==> config.mk <==
export PLATFORM = sky130hd
export DESIGN_NAME = timer_ctrl
export DESIGN_NICKNAME = d
export VERILOG_FILES = /design/src/rtl/timer_ctrl.sv
export SDC_FILE = /design/constraint.sdc
export NUM_CORES = 1
export LEC_CHECK = 0
export ABC_AREA = 1
export CAP_MARGIN = 15
export CORE_MARGIN = 5
export CORE_UTILIZATION = 35
export CTS_BUF_LIST = sky130_fd_sc_hd__clkbuf_4 sky130_fd_sc_hd__clkbuf_8
export CTS_CLUSTER_DIAMETER = 40
export CTS_CLUSTER_SIZE = 10
export DETAILED_ROUTE_END_ITERATION = 10
export PLACE_DENSITY = 0.66
export SLEW_MARGIN = 20
export SYNTH_ARGS = -nofsm -noshare
export SYNTH_HDL_FRONTEND = slang
export SYNTH_SLANG_ARGS = --single-unit
==> constraint.sdc <==
create_clock -name clk -period 2.2 [get_ports clk]
set_clock_uncertainty 0.1 [all_clocks]
set_input_delay 0.55 -clock clk [delete_from_list [all_inputs] [get_ports clk]]
set_output_delay 0.55 -clock clk [all_outputs]
set_load 0.03 [all_outputs]
==> src/rtl/timer_ctrl.sv <==
// Bus-side controller for a 16-bit reloading timer: register file,
// load/run sequencing, sticky expiry status and maskable interrupt.
module timer_ctrl #(
  parameter int timerwid = 16
) (
  input  logic                clk,
  input  logic                rst,
  input  logic                bus_cs,
  input  logic                bus_wr,
  input  logic                bus_rd,
  input  logic [1:0]          bus_addr,
  input  logic [timerwid-1:0] bus_wdata,
  output logic [timerwid-1:0] bus_rdata,
  output logic                bus_rvalid,
  output logic                bus_busy,
  output logic                irq,
  output logic                tmr_cs,
  output logic                tmr_wr,
  output logic                tmr_start,
  output logic                tmr_rd,
  output logic [timerwid-1:0] tmr_datain,
  input  logic                tmr_intrup,
  input  logic [timerwid-1:0] tmr_dataout
);

  typedef enum logic [1:0] {
    S_IDLE,
    S_LOAD,
    S_RUN
  } state_t;

  localparam logic [1:0] A_CTRL   = 2'd0;
  localparam logic [1:0] A_RELOAD = 2'd1;
  localparam logic [1:0] A_STATUS = 2'd2;
  localparam logic [1:0] A_COUNT  = 2'd3;

  state_t              state_q, state_d;
  logic [2:0]          ctrl_q, ctrl_d;
  logic [timerwid-1:0] reload_q, reload_d;
  logic                expired_q, expired_d;
  logic                intr_q, intr_d;
  logic                irq_q, irq_d;
  logic                rd1_q, rd1_d;
  logic                rd2_q, rd2_d;
  logic                rvalid_q, rvalid_d;
  logic [timerwid-1:0] rdata_q, rdata_d;

  logic                wr_en;
  logic                rd_req;
  logic                evt;

  always_comb begin
    wr_en     = bus_cs & bus_wr;
    rd_req    = bus_cs & bus_rd & ~bus_wr & ~(rd1_q | rd2_q);
    evt       = tmr_intrup & ~intr_q;
    ctrl_d    = ctrl_q;
    reload_d  = reload_q;
    expired_d = expired_q;
    intr_d    = tmr_intrup;
    irq_d     = expired_q & ctrl_q[2];
    rd1_d     = 1'b0;
    rd2_d     = rd1_q;
    rvalid_d  = 1'b0;
    rdata_d   = rdata_q;
    state_d   = state_q;

    if (wr_en) begin
      unique case (bus_addr)
        A_CTRL:   ctrl_d = bus_wdata[2:0];
        A_RELOAD: reload_d = bus_wdata;
        A_STATUS: if (bus_wdata[0]) expired_d = 1'b0;
        default:  ;
      endcase
    end
    // a new expiry outranks a same-cycle clear
    if (evt) expired_d = 1'b1;

    if (rd_req) begin
      unique case (bus_addr)
        A_CTRL: begin
          rvalid_d = 1'b1;
          rdata_d  = {{(timerwid-3){1'b0}}, ctrl_q};
        end
        A_RELOAD: begin
          rvalid_d = 1'b1;
          rdata_d  = reload_q;
        end
        A_STATUS: begin
          rvalid_d = 1'b1;
          rdata_d  = {{(timerwid-2){1'b0}},
                      state_q == S_RUN, expired_q};
        end
        A_COUNT: rd1_d = 1'b1;
        default: ;
      endcase
    end
    if (rd2_q) rdata_d = tmr_dataout;

    unique case (state_q)
      S_IDLE: if (ctrl_d[0]) state_d = S_LOAD;
      S_LOAD: state_d = S_RUN;
      S_RUN: begin
        if (!ctrl_d[0]) begin
          state_d = S_IDLE;
        end else if (evt && ctrl_d[1]) begin
          ctrl_d[0] = 1'b0;
          state_d   = S_IDLE;
        end
      end
      default: state_d = S_IDLE;
    endcase
  end

  always_ff @(posedge clk) begin
    if (rst) begin
      state_q   <= S_IDLE;
      ctrl_q    <= '0;
      reload_q  <= '0;
      expired_q <= 1'b0;
      intr_q    <= 1'b0;
      irq_q     <= 1'b0;
      rd1_q     <= 1'b0;
      rd2_q     <= 1'b0;
      rvalid_q  <= 1'b0;
      rdata_q   <= '0;
    end else begin
      state_q   <= state_d;
      ctrl_q    <= ctrl_d;
      reload_q  <= reload_d;
      expired_q <= expired_d;
      intr_q    <= intr_d;
      irq_q     <= irq_d;
      rd1_q     <= rd1_d;
      rd2_q     <= rd2_d;
      rvalid_q  <= rvalid_d;
      rdata_q   <= rdata_d;
    end
  end

  // count data arrives straight from the timer in the valid cycle
  assign bus_rdata  = rd2_q ? tmr_dataout : rdata_q;
  assign bus_rvalid = rvalid_q | rd2_q;
  assign bus_busy   = rd1_q | rd2_q;
  assign irq        = irq_q;
  assign tmr_cs     = ~rst;
  assign tmr_wr     = (state_q == S_LOAD);
  assign tmr_start  = (state_q == S_RUN);
  assign tmr_rd     = rd1_q;
  assign tmr_datain = reload_q;

endmodule

==> flow_summary.json <==
{
  "antenna_left": 0,
  "gr-total-overflow": 0,
  "chipHeight_um": 86.6,
  "wl_um": 5780,
  "cts_tree": "built",
  "required_ns": 1.55,
  "synthMuxAreaShare_pct": 0,
  "p_per_area_mw_per_mm2": 528,
  "gp_congestion": 0.837,
  "synth_nets": 334,
  "stdcell_count": 453,
  "detail_route.wl_per_cell_um": 12.8,
  "drv_slew": 0,
  "crit_end": "bus_rdata[15]",
  "final_common_cell": "nand2_1",
  "period_minus_slack_ns": 2.05,
  "synth_top_area_share_pct": 41.9,
  "leakage_uw": 0.00138,
  "grt_pass1_vias": 2045,
  "yosys-top-cells-area": "dfxtp_1 42%, nand2_1 19%, nand3_1 6.1%, a21oi_1 5.1%, a21oi_2 4.3%",
  "period_share_pct": 93.0,
  "initial_core_util_pct": 36.6,
  "hpwl_um": 4440,
  "io_buffers": 78,
  "antenna_found_initial": 0,
  "numCtsBuffers": 5,
  "regToRegStartpoint": "rd2_q",
  "drive_gt1_share_pct": 20.5,
  "hold_class": "reg2reg",
  "dp_cells": 445,
  "synth_xor_area_share_pct": 0,
  "tritoncts_num_sinks": 43,
  "maxSlewHeadroom_pct": 71.7,
  "async_reset_ff_share_pct": 0,
  "syn_avg_cell_area_sq_um": 7.10,
  "cts_root_buffer": "clkbuf_8",
  "syn_inst": 289,
  "cp-startpoint": "rd2_q",
  "grt_usage_pct": 15.8,
  "rrSetupSlack_ns": 0.58,
  "ys_warn_count": 0,
  "max_freq_mhz": 489,
  "diodes": 0,
  "tightest_slew_ns": 0.425,
  "drc": 0,
  "vias": 2088,
  "hold_violations": 0,
  "outcome": "complete, no violations",
  "dr.pass1.iters": 4,
  "dieArea_sq_mm": 0.00750,
  "via_per_inst": 4.61,
  "end_kind": "primary output",
  "finalSetupViolations": 0,
  "fillerInstances": 583,
  "fin_nets": 425,
  "ios": 79,
  "reg2reg_to": "rdata_q[5]",
  "core_area_sq_mm": 0.00561,
  "reg2reg_depth": 5,
  "cts-htree-levels": 2,
  "synth_seq_cells": 43,
  "path_clk_slew_ns": 0.08,
  "synth_top_area_cell": "dfxtp_1",
  "clk_latency_ns": 0.29,
  "path_class": "reg2out",
  "synth_top_family_by_area": "simple AND/OR/NAND/NOR gates",
  "synth_edf_count": 0,
  "cp.arrival_ns": 1.40,
  "row_count": 27,
  "drtIter0Drc": 97,
  "cp-start-kind": "flip-flop",
  "ys.flop_type": "dfxtp_1",
  "syn2layout_area_growth_pct": 48.7,
  "drv_cap": 0,
  "die_w_um": 86.6,
  "min_path_cells": 2,
  "peakVddDrop_mv": 0.242,
  "synth.distinct_cells": 26,
  "utilization_pct": 54.4,
  "clk_path_buf_depth": 2,
  "grt_pass1_wl_um": 9430,
  "grt_max_degree": 35,
  "cp_max_fo": 13,
  "synthSimpleGateAreaFrac_pct": 34.9,
  "netlist_area_sq_mm": 0.00205,
  "ys_seq_area_share_pct": 41.9,
  "synth_compound_area_share_pct": 11.5,
  "most-common-layout-cells": "105 x nand2_1, 57 x clkdlybuf4s50_1, 43 x dfxtp_1",
  "synth_fa_ha_area_share_pct": 3.05,
  "grt_setup_unrepaired": "no"
}
[worst min path at each step]
stage	from	slack, ns	end
after floorplan	state_q[0]	0.32	state_q[0]
after global placement	tmr_rd	0.34	rd2_q
after detailed placement	tmr_rd	0.35	rd2_q
after CTS	tmr_rd	0.36	rd2_q
after global routing	tmr_rd	0.38	rd2_q
final	tmr_rd	0.35	rd2_q
[repair_timing]
| item | 4_1_cts | 5_1_grt |
|---|---|---|
| setup endpoints to repair | 0 | 2 |
| setup buffers | 0 | 0 |
| hold buffers | 0 | 0 |
| gates resized for setup | 0 | 2 |
[cell type report]
class | instances | area [sq um] | area share, %
clock buffer | 8 | 104 | 3.40
inverter | 25 | 93.8 | 3.07
multi-input combinational | 207 | 1020 | 33.3
sequential | 43 | 861 | 28.2
tap | 72 | 90.1 | 2.95
timing repair buffer | 98 | 888 | 29.1
[report_power, final]
part,leakage [uW],internal (uW),switching [uW]
combinational,0.000973,127,122
clock,0.0000549,299,260
sequential,0.000348,793,10.0
total,0.00138,1220,392
[metal layers]
layer	global-route usage, %	vias to the layer above	wire (um)
met3	3.71	6	422
met1	20.8	925	2680
met5	0	-	0
met2	25.6	62	2630
li1	-	1095	-
met4	4.67	0	48
[cell families after synthesis]
group	Yosys count
buffers and inverters	39
AOI/OAI and AO/OA	39
and+or+nand+nor	163
DFF	43
adders and majority gates	5
[flip-flops by register name, summed over array words and instances, names as in the netlist]
name        cells
rdata_q        16
tmr_datain     16
ctrl_q          3
state_q         2
expired_q       1
intr_q          1
irq             1
rd2_q           1
rvalid_q        1
tmr_rd          1
[critical path, stage by stage (launching register included)]
cell	delay (ns)
dfxtp_1	0.49
buf_4	0.25
nand2_1	0.09
nand2_1	0.10
buf_4	0.17
[cell usage after synthesis, types with 2 or more instances]
library cell / n
a21oi_1: 21
a21oi_2: 10
buf_2: 8
clkbuf_1: 3
dfxtp_1: 43
ha_1: 5
inv_1: 20
inv_2: 5
nand2_1: 105
nand2_2: 10
nand3_1: 25
nor2_1: 15
nor2_2: 2
o21ai_0: 5
[per-stage QoR]
| step | instance area (sq um) | setup slack (ns) | total power [uW] | TNS (ns) | hold WS [ns] |
|---|---|---|---|---|---|
| finish | 3050 | 0.154 | 1610 | 0 | 0.353 |
| global route | 3050 | 0.0174 | 1680 | 0 | 0.378 |
| CTS | 3050 | 0.0394 | 1630 | 0 | 0.357 |
| detailed placement | 2940 | -0.121 | 1070 | -1.90 | 0.346 |
| global placement | 2940 | -0.0931 | 1070 | -1.05 | 0.336 |
| floorplan | 2050 | 0.230 | 930 | 0 | 0.324 |
Note: power is estimated with default switching activity, not from simulation.
